## src/rtl/bus_arb_rr_gen_pkg.sv

```systemverilog
// Package for the bus generator/arbiter.
// Holds the FSM state type, the arbitration mode selectors, the default
// broadcast ID and a helper that extracts the destination ID from a packet.
package bus_arb_pkg;

  typedef enum logic [1:0] {
    IDLE = 2'd0,
    POP  = 2'd1,
    PUSH = 2'd2
  } state_e;

  localparam int ARB_RR    = 0;  // round-robin, search starts after last grant
  localparam int ARB_FIXED = 1;  // fixed priority, lowest index wins

  localparam int unsigned BROADCAST_DEF = 32'hFF;

  // Destination ID lives in the top id_w bits of a pckg_sz-bit packet.
  // The packet is passed zero-extended so one function serves every width.
  function automatic logic [31:0] id_of(input logic [63:0] pkt,
                                        input int          pckg_sz,
                                        input int          id_w);
    logic [63:0] shifted;
    shifted = pkt >> (pckg_sz - id_w);
    return 32'(shifted) & ((32'd1 << id_w) - 32'd1);
  endfunction

endpackage

```

## src/rtl/bus_arb_rr_gen_if.sv

```systemverilog
// Interface bundling the per-driver FIFO signals seen by the arbiter.
//   pndng    : driver FIFO i non-empty
//   D_pop    : head-of-FIFO data, DRVS lanes of PCKG_SZ bits
//   pop      : one-hot pop strobe back to the source FIFO
//   full     : receive FIFO i cannot accept a push
//   push     : push strobe(s) to the receive FIFO(s)
//   D_push   : packet data, replicated on every lane
//   busy     : arbiter is handling a packet
//   drop     : one-cycle pulse when a packet is discarded
//   drop_cnt : saturating discarded-packet count
// master = arbiter side, slave = FIFO/environment side.
interface bus_arb_rr_gen_if #(
  parameter int DRVS    = 8,
  parameter int PCKG_SZ = 16,
  parameter int CNT_W   = 16
);

  logic [DRVS-1:0]         pndng;
  logic [DRVS*PCKG_SZ-1:0] D_pop;
  logic [DRVS-1:0]         pop;
  logic [DRVS-1:0]         full;
  logic [DRVS-1:0]         push;
  logic [DRVS*PCKG_SZ-1:0] D_push;
  logic                    busy;
  logic                    drop;
  logic [CNT_W-1:0]        drop_cnt;

  modport master (
    input  pndng, D_pop, full,
    output pop, push, D_push, busy, drop, drop_cnt
  );

  modport slave (
    output pndng, D_pop, full,
    input  pop, push, D_push, busy, drop, drop_cnt
  );

endinterface

```

## src/rtl/bus_arb_rr_gen_rr_arbiter.sv

```systemverilog
// Combinational grant selection.
//   req     : request vector, one bit per driver
//   last    : index of the previously granted driver
//   grant   : chosen driver index (valid when any_req)
//   any_req : at least one request present
// MODE ARB_RR searches from last+1 upward, wrapping N-1 -> 0, so every
// requester is reached within N grants. MODE ARB_FIXED ignores last.
module rr_arbiter
  import bus_arb_pkg::*;
#(
  parameter  int N    = 8,
  parameter  int MODE = ARB_RR,
  localparam int GW   = $clog2(N)
) (
  input  logic [N-1:0]  req,
  input  logic [GW-1:0] last,
  output logic [GW-1:0] grant,
  output logic          any_req
);

  int   idx;
  logic found;

  // NOTE: every variable assigned in always_comb gets a default before any
  // branch; a path that leaves one unassigned would infer a latch.
  always_comb begin
    grant = '0;
    found = 1'b0;
    idx   = 0;
    for (int i = 0; i < N; i++) begin
      if (MODE == ARB_FIXED) begin
        idx = i;
      end else begin
        idx = int'(last) + 1 + i;
        if (idx >= N) idx = idx - N;
      end
      if (!found && req[idx]) begin
        found = 1'b1;
        grant = GW'(idx);
      end
    end
  end

  assign any_req = |req;

endmodule

```

## src/rtl/bus_arb_rr_gen.sv

```systemverilog
// Bus generator/arbiter: DRVS drivers share one bus.
//   clk   : bus clock, all state on the rising edge
//   reset : asynchronous, active-low
//   bus   : bus_arb_rr_gen_if.master (FIFO handshakes, data, status)
// Flow: IDLE picks a pending driver and pops its head packet; POP decodes
// the destination and either builds a target mask or discards the packet;
// PUSH waits until every target can accept, then pushes once. Broadcast
// goes to all drivers except the source and is never split across cycles.
module bus_arb_rr_gen
  import bus_arb_pkg::*;
#(
  parameter int          PCKG_SZ   = 16,
  parameter int          DRVS      = 8,
  parameter int          ID_W      = 8,
  parameter int unsigned BROADCAST = BROADCAST_DEF,
  parameter int          ARB_MODE  = ARB_RR,
  parameter int          CNT_W     = 16
) (
  input  logic       clk,
  input  logic       reset,
  bus_arb_rr_gen_if.master bus
);

  localparam int GW = $clog2(DRVS);

  state_e             state_q, state_d;
  logic [PCKG_SZ-1:0] pkt_q, pkt_d;
  logic [GW-1:0]      src_q, src_d;
  logic [GW-1:0]      last_q, last_d;
  logic [DRVS-1:0]    tgt_q, tgt_d;

  // Output registers
  logic [DRVS-1:0]    pop_q, pop_d;
  logic [DRVS-1:0]    push_q, push_d;
  logic [PCKG_SZ-1:0] d_push_q, d_push_d;
  logic               drop_q, drop_d;
  logic               busy_q, busy_d;
  logic [CNT_W-1:0]   drop_cnt_q, drop_cnt_d;

  logic [GW-1:0]      grant;
  logic               any_req;
  logic [31:0]        dst_id;
  logic [DRVS-1:0]    dst_hot, src_hot;
  logic               is_unicast, is_bcast;

  rr_arbiter #(
    .N    (DRVS),
    .MODE (ARB_MODE)
  ) u_arb (
    .req     (bus.pndng),
    .last    (last_q),
    .grant   (grant),
    .any_req (any_req)
  );

  // Destination decode of the captured packet. A packet addressed to its own
  // source is treated as invalid rather than looped back.
  always_comb begin
    dst_id  = id_of(64'(pkt_q), PCKG_SZ, ID_W);
    dst_hot = '0;
    dst_hot[dst_id[GW-1:0]] = 1'b1;
    src_hot = '0;
    src_hot[src_q] = 1'b1;
    is_unicast = (dst_id < 32'(DRVS)) && (dst_id != 32'(src_q));
    is_bcast   = (dst_id == BROADCAST);
  end

  always_comb begin
    state_d    = state_q;
    pkt_d      = pkt_q;
    src_d      = src_q;
    last_d     = last_q;
    tgt_d      = tgt_q;
    pop_d      = '0;
    push_d     = '0;
    d_push_d   = d_push_q;
    drop_d     = 1'b0;
    drop_cnt_d = drop_cnt_q;

    unique case (state_q)
      IDLE: begin
        if (any_req) begin
          pkt_d        = bus.D_pop[int'(grant)*PCKG_SZ +: PCKG_SZ];
          src_d        = grant;
          last_d       = grant;
          pop_d[grant] = 1'b1;
          state_d      = POP;
        end
      end
      POP: begin
        if (is_unicast) begin
          tgt_d   = dst_hot;
          state_d = PUSH;
        end else if (is_bcast) begin
          tgt_d   = ~src_hot;
          state_d = PUSH;
        end else begin
          drop_d = 1'b1;
          if (~&drop_cnt_q) drop_cnt_d = drop_cnt_q + 1'b1;
          state_d = IDLE;
        end
      end
      PUSH: begin
        // All-or-nothing: a single full target holds the whole packet.
        if ((tgt_q & bus.full) == '0) begin
          push_d   = tgt_q;
          d_push_d = pkt_q;
          state_d  = IDLE;
        end
      end
      default: state_d = IDLE;
    endcase

    busy_d = (state_d != IDLE);
  end

  // NOTE: state is updated with non-blocking assignments so every register
  // samples the pre-edge values, independent of statement order.
  always_ff @(posedge clk or negedge reset) begin
    if (!reset) begin
      state_q    <= IDLE;
      pkt_q      <= '0;
      src_q      <= '0;
      last_q     <= GW'(DRVS - 1);
      tgt_q      <= '0;
      pop_q      <= '0;
      push_q     <= '0;
      d_push_q   <= '0;
      drop_q     <= 1'b0;
      busy_q     <= 1'b0;
      drop_cnt_q <= '0;
    end else begin
      state_q    <= state_d;
      pkt_q      <= pkt_d;
      src_q      <= src_d;
      last_q     <= last_d;
      tgt_q      <= tgt_d;
      pop_q      <= pop_d;
      push_q     <= push_d;
      d_push_q   <= d_push_d;
      drop_q     <= drop_d;
      busy_q     <= busy_d;
      drop_cnt_q <= drop_cnt_d;
    end
  end

  assign bus.pop      = pop_q;
  assign bus.push     = push_q;
  assign bus.D_push   = {DRVS{d_push_q}};
  assign bus.drop     = drop_q;
  assign bus.busy     = busy_q;
  assign bus.drop_cnt = drop_cnt_q;

endmodule

```

## src/flat_wrapper.sv

```systemverilog
// flat-port wrapper written by rule: the top's interface ports become plain ports
module bus_arb_rr_gen_flat import bus_arb_pkg::*;
#(
  parameter int          PCKG_SZ   = 16,
  parameter int          DRVS      = 8,
  parameter int          ID_W      = 8,
  parameter int unsigned BROADCAST = BROADCAST_DEF,
  parameter int          ARB_MODE  = ARB_RR,
  parameter int          CNT_W     = 16
)
  (clk, reset, bus_pndng, bus_D_pop, bus_full, bus_pop, bus_push, bus_D_push, bus_busy, bus_drop, bus_drop_cnt);
  bus_arb_rr_gen_if #(.DRVS(DRVS), .PCKG_SZ(PCKG_SZ), .CNT_W(CNT_W)) bus_i ();
  input  logic clk;
  input  logic reset;
  input wire logic [$bits(bus_i.pndng)-1:0] bus_pndng;
  input wire logic [$bits(bus_i.D_pop)-1:0] bus_D_pop;
  input wire logic [$bits(bus_i.full)-1:0] bus_full;
  output wire logic [$bits(bus_i.pop)-1:0] bus_pop;
  output wire logic [$bits(bus_i.push)-1:0] bus_push;
  output wire logic [$bits(bus_i.D_push)-1:0] bus_D_push;
  output wire logic [$bits(bus_i.busy)-1:0] bus_busy;
  output wire logic [$bits(bus_i.drop)-1:0] bus_drop;
  output wire logic [$bits(bus_i.drop_cnt)-1:0] bus_drop_cnt;
  assign bus_i.pndng = bus_pndng;
  assign bus_i.D_pop = bus_D_pop;
  assign bus_i.full = bus_full;
  assign bus_pop = bus_i.pop;
  assign bus_push = bus_i.push;
  assign bus_D_push = bus_i.D_push;
  assign bus_busy = bus_i.busy;
  assign bus_drop = bus_i.drop;
  assign bus_drop_cnt = bus_i.drop_cnt;
  bus_arb_rr_gen #(.PCKG_SZ(PCKG_SZ), .DRVS(DRVS), .ID_W(ID_W), .BROADCAST(BROADCAST), .ARB_MODE(ARB_MODE), .CNT_W(CNT_W)) u_core (.clk(clk), .reset(reset), .bus(bus_i));
endmodule
```

## config.mk

```make
export PLATFORM = sky130hd
export DESIGN_NAME = bus_arb_rr_gen_flat
export DESIGN_NICKNAME = d
export VERILOG_FILES = /design/src/rtl/bus_arb_rr_gen_pkg.sv /design/src/rtl/bus_arb_rr_gen_if.sv /design/src/rtl/bus_arb_rr_gen_rr_arbiter.sv /design/src/rtl/bus_arb_rr_gen.sv /design/src/flat_wrapper.sv
export SDC_FILE = /design/constraint.sdc
export NUM_CORES = 1
export LEC_CHECK = 0
export ABC_AREA = 1
export CELL_PAD_IN_SITES_DETAIL_PLACEMENT = 1
export CELL_PAD_IN_SITES_GLOBAL_PLACEMENT = 1
export CORE_ASPECT_RATIO = 1.2
export CORE_MARGIN = 3
export CORE_UTILIZATION = 26
export DETAILED_ROUTE_END_ITERATION = 10
export PLACE_DENSITY_LB_ADDON = 0.1
export SLEW_MARGIN = 40
export SYNTH_ARGS = -nofsm -noshare
export SYNTH_HDL_FRONTEND = slang
export SYNTH_SLANG_ARGS = --single-unit
```

## constraint.sdc

```tcl
create_clock -name clk -period 3.35 [get_ports clk]
set_clock_uncertainty 0.1 [all_clocks]
set_input_delay 0.5025 -clock clk [delete_from_list [all_inputs] [get_ports clk]]
set_output_delay 0.5025 -clock clk [all_outputs]
set_load 0.02 [all_outputs]
```

# --- Yosys cells after proc, flatten, opt, wreduce, memory -nomap -nowiden ---
# Cells that the tools add are included.
op_classes:
  n_div: 0
  shift: 1
  n_eq_ne: 4
  add_sub_neg: 17
  n_lt_le_gt_ge: 23
  bitwise_logic: 5
  reduce_logical: 28
  muxes: 67
  multipliers: 0
op_table:
  columns: ["cell", "count"]
  rows:
  - ["< comparator 32 x 5 -> 1 bit, second input constant", 8]
  - ["2-to-1 mux 32 bit", 8]
  - [">= comparator 32 x 5 -> 1 bit, second input constant", 7]
  - ["subtractor 32 x 5 -> 32 bit, second input constant", 7]
  - ["indexed part select 128 x 8 -> 16 bit", 1]
  - ["adder 32 x 4 -> 32 bit, second input constant", 3]
  - ["adder 32 x 3 -> 32 bit, second input constant", 2]
  - ["2-to-1 mux 8 bit", 6]
  - ["adder 32 x 2 -> 32 bit, second input constant", 1]
  - ["2-to-1 mux 1 bit", 29]
  - ["binary-select mux 1 bit (select 3 bit)", 8]
  - ["2-to-1 mux 3 bit", 8]
  - ["adder 16 x 1 -> 16 bit, second input constant", 1]
  - ["AND reduction 16 bit", 1]
  - ["< comparator 3 x 4 -> 1 bit, second input constant", 3]
  - ["logical AND 1 bit", 11]
  - ["demux 1 bit (select 3 bit)", 3]
  - [">= comparator 3 x 1 -> 1 bit, second input constant", 3]
  - ["AND 8 bit", 1]
  - ["equality test 8 bit, second input constant", 1]
  - ["zero test 8 bit", 1]
  - ["< comparator 8 x 4 -> 1 bit, second input constant", 1]
  - ["2-to-1 mux 2 bit", 4]
  - ["inequality test 8 x 3 -> 1 bit", 1]
  - ["15 further kinds", 26]
totals:
  latchBits: 0
  word_cells: 156
  ram_bits: 0
  out_inout_bits: 162
  mem_bits_ro: 0
  n_memories: 0
  register_bits: 82

# --- Logic depth before layout (Yosys ltp) ---
logic_depth:
  word_depth: 34
  mapped_depth: 26
  mapped_depth_nobuf: 23

# --- Modules after synthesis ---
# A second synthesis with hierarchy kept.
hier_totals:
  cells_unflattened: 1022
  hier_area_um2: 6856.6
modules_own_cells:
  columns: ["mod", "cells_each", "seq_area_each_um2", "area_per_inst_um2", "instances"]
  rows:
  - ["bus_arb_rr_gen", 834, 2055.7, 5804.3, 1]
  - ["rr_arbiter", 188, 0.0, 1052.3, 1]

# --- Worst setup path before layout ---
# OpenSTA, ideal clock, no wires.
synth_timing:
  kind: "reg-to-reg"
  startpoint: "register u_core.last_q[0]"
  endpoint: "register u_core.pkt_q[10]"
  path_buffers: 5
  arrival_ps: 2896
  path_stages_with_launch: 26
  slack_ps: 237
  cell_sequence: "dfstp_2 > buf_6 > inv_4 > buf_8 > ha_1 > buf_2 > nand2_1 > nand2_1 > nand2_1 > nand2_1 > nand2_1 > nand2_2 > nor2_4 > nand4_4 > nor2_4 > nand2_1 > nand3_2 > nand2_1 > buf_6 > buf_6 > nand2_1 > nand2_1 > nand2_1 > nand2_1 > nor2_1 > nor2_1"
synth_between:
  elab_chain_len: 29
  elab_cells_between_ends: 86
  classes_between: "16 x add/sub; 8 x order compare; 1 x shift; 47 x mux; 14 x reduce/logical"
synth_rtl:
  columns: ["element", "line", "text"]
  rows:
  - ["from (decl)", "bus_arb_rr_gen.sv:29", "logic [GW-1:0] last_q, last_d;"]
  - ["from (signal assigned)", "bus_arb_rr_gen.sv:124", "last_q <= GW'(DRVS - 1);"]
  - ["from (signal assigned)", "bus_arb_rr_gen.sv:136", "last_q <= last_d;"]
  - ["adder 3 x 1 -> 4 bit (*)", "bus_arb_rr_gen_rr_arbiter.sv:34", "idx = int'(last) + 1 + i;"]
  - ["branches (longest 26 deep; another with adder 32 x 2 -> 32 bit)", null, null]
  - ["2-to-1 mux 3 bit (*)", "bus_arb_rr_gen_rr_arbiter.sv:37", "if (!found && req[idx]) begin"]
  - ["indexed part select 128 x 8 -> 16 bit (*)", "bus_arb_rr_gen.sv:83", "pkt_d = bus.D_pop[int'(grant)*PCKG_SZ +: PCKG_SZ];"]
  - ["to (signal assigned)", "bus_arb_rr_gen.sv:134", "pkt_q <= pkt_d;"]
  - ["to (decl)", "bus_arb_rr_gen.sv:27", "logic [PCKG_SZ-1:0] pkt_q, pkt_d;"]
# Every way passes the cells marked *. The select of a mux whose other input is x is not followed.
# A chain may end at the register's enable or synchronous reset.

# --- Final worst setup path ---
layout_timing:
  startpoint: "register u_core.last_q[0]"
  endpoint: "register u_core.pkt_q[3]"
# The elaborated chain is that of the path after synthesis.

==> metrics.txt <==
status finished clean; R2R setup slack 0.25 ns; gr ovfl total 0; CTS max path bufs 2; layout cells sized above 1 0.0999; DRC Markers 0; met3 WL post-DR 1360 µm; Worst EP required 3.49 ns; Netlist cell types 39; Post-Syn Instances 964; WL final 24300 µm; clk sinks 82; Final Slew Violations 0; cts bufs inserted 9; Core Footprint 24800 µm²; number of enable flip-flop cells after synthesis 0; crit path max fanout 30; Hold Crit Class primary input to async pin; Max Cap Viol 0; startpoint type of the worst setup path flip-flop; crit path from u_core.last_q[0]$_DFFE_PN1P_; worst reg2reg path startpoint u_core.last_q[0]$_DFFE_PN1P_; row count 63; Max Used Layer met4; achievable frequency 323 MHz; R2R Path End u_core.pkt_q[3]$_DFFE_PN0P_; sequential share of the synthesized area 0.312; Yosys reg bits 82; net count after synthesis 1113; crit path DAT 3.24 ns; CTS tree yes; period utilization 0.925; Post-Syn Area 6600 µm²; pin count of the biggest net entering global routing 66; Wirelength per Cell 16.3 µm; placed cell areas 9150 µm²; routed vias 6620; Nets 1305; Initial Util 0.266; Worst-Skew Late Latency 0.34 ns; WL met1 10100 µm; clock transition at the registers of the reported paths 0.07 ns; R2R depth 23; initial antenna violation count 2; min Tclk post-route 3.10 ns; iteration-0 DRC count of the detailed router 227; area of the die 27300 µm²; fin area 9680 µm²; Syn. warnings 0; commonest non-fill, non-tap cell in the layout nand2_1; Detail Route Antenna Nets 0; Via density 4.45; DRT Pass-1 Iters 4; H-tree levels 3; GRT Overall Usage 0.172; number of global-route vias before repair 6587; Async S/R FF share, synth 1.00; CP endpoint u_core.pkt_q[3]$_DFFE_PN0P_; worst slew pin tran 0.678 ns; CTS root buf clkbuf_16; Port Buffer Count 307; detailed placement HPWL 19100 µm; Avg Cell Area, Syn 6.84 µm²; Crit Path Class flip-flop to flip-flop; Die Ht 180 µm; Die X 151 µm; CP Capture Type flip-flop; Slew headroom 0.547; setup violators final 0; main flop type after synthesis dfrtp_1; Ports 308; Fin Hold WS 0.0392 ns; Placer Congestion 0.815; first-pass GRT wire length 37000 µm; met2 wire length 12500 µm; area growth from synthesis to layout 46.8%; Hold Vio Cnt, Final 0; most frequent cells in the layout nand2_1 (350), clkdlybuf4s50_1 (306), nand3_1 (105)
==> state kept, by name, summed over array words and instances, names as in the netlist <==
signal               flops
u_core.src_q             3
u_core.pkt_q            16
u_core.state_q           2
u_core.bus.drop_cnt     16
u_core.last_q            3
u_core.bus.push          8
u_core.bus.pop           8
u_core.bus.drop          1
u_core.tgt_q             8
u_core.d_push_q         16
u_core.bus.busy          1
==> worst min path at each step <==
| stage | to | start |
|---|---|---|
| global route | u_core.bus.drop_cnt[2]$_DFFE_PN0P_ | reset |
| floorplan | u_core.bus.busy$_DFF_PN0_ | reset |
| detailed placement | u_core.last_q[1]$_DFFE_PN1P_ | u_core.last_q[1]$_DFFE_PN1P_ |
| CTS | u_core.bus.drop_cnt[6]$_DFFE_PN0P_ | reset |
| global placement | u_core.last_q[1]$_DFFE_PN1P_ | u_core.last_q[1]$_DFFE_PN1P_ |
| finish | u_core.bus.drop_cnt[2]$_DFFE_PN0P_ | reset |
==> routing by layer <==
metal,global-route usage,vias to the layer above
met3,0.0292,11
met1,0.215,3092
li1,-,3326
met4,0.0334,0
met5,0,-
met2,0.307,191
==> through the flow <==
step	cells	utilization	setup slack (ns)	TNS (ns)
after detailed placement	1464	0.369	-0.0578	-0.116
after floorplan	964	-	0.237	0
final	1488	0.390	0.250	0
after global routing	1488	0.390	-0.0305	-0.102
after CTS	1483	0.383	0.00998	0
after global placement	1464	0.369	-0.0811	-0.223
==> critical path: stages (launching register included) <==
cell	delay, ns
dfstp_2	0.57
inv_4	0.05
ha_4	0.27
buf_6	0.12
nand2_1	0.09
nand2_4	0.14
nand2_2	0.08
o21ai_4	0.07
nand2_1	0.09
nand2_2	0.12
inv_1	0.09
nor2_4	0.14
nand2_1	0.06
nand2_1	0.08
inv_2	0.05
nand3_4	0.12
nand2_4	0.09
buf_12	0.18
nand2_1	0.07
nand2_1	0.05
nand2_1	0.07
nand3_2	0.11
nor2_1	0.13
nor2_1	0.04
==> final cells by class <==
class                   instances  area (µm²)
diodes                          2        5.00
repair buffers                335        3430
multi-input cells             678        3300
fillers                      3058       15100
inverters                      50         195
clock buffers                   9         225
well taps                     325         407
clock inverters                 7        57.6
flip-flops and latches         82        2060
==> cells by family after synthesis <==
| kind of cell | after synthesis | share of synthesized area |
|---|---|---|
| mux | 13 | 0.0222 |
| simple gates | 600 | 0.392 |
| flops | 82 | 0.312 |
| xor+xnor | 18 | 0.0239 |
| compound gates | 44 | 0.0402 |
| fa+ha+maj | 3 | 0.00569 |
| buf+inv | 204 | 0.204 |
==> what timing repair did <==
item                                   4_1_cts  5_1_grt
setup endpoints to repair                    4       26
pin swaps                                    3        9
gates cloned                                 1        2
hold buffers                                 0        0
endpoints found under the hold margin        0        0
resized for setup                           10       22
setup buffers                                2        1
==> cells in the mapped netlist, types with 4 or more instances <==
master	number	area share
nand2_1	355	0.20
buf_4	125	0.14
nand3_1	113	0.086
nor2_1	87	0.050
dfrtp_1	79	0.30
inv_1	42	0.024
o21ai_0	22	0.017
mux2_2	13	0.022
buf_6	12	0.020
xor2_1	10	0.013
a21oi_1	9	0.0068
clkbuf_1	8	0.0046
nand2_2	8	0.0076
xnor2_1	8	0.011
buf_2	7	0.0053
nand3_2	7	0.011
nor3_1	7	0.0053
o41ai_1	7	0.0093
inv_2	6	0.0034
nand4_1	6	0.0057
nor2_4	4	0.0068
Power is not shown: default switching activity piles up to over one toggle a cycle in this logic, so the estimate is an artifact.
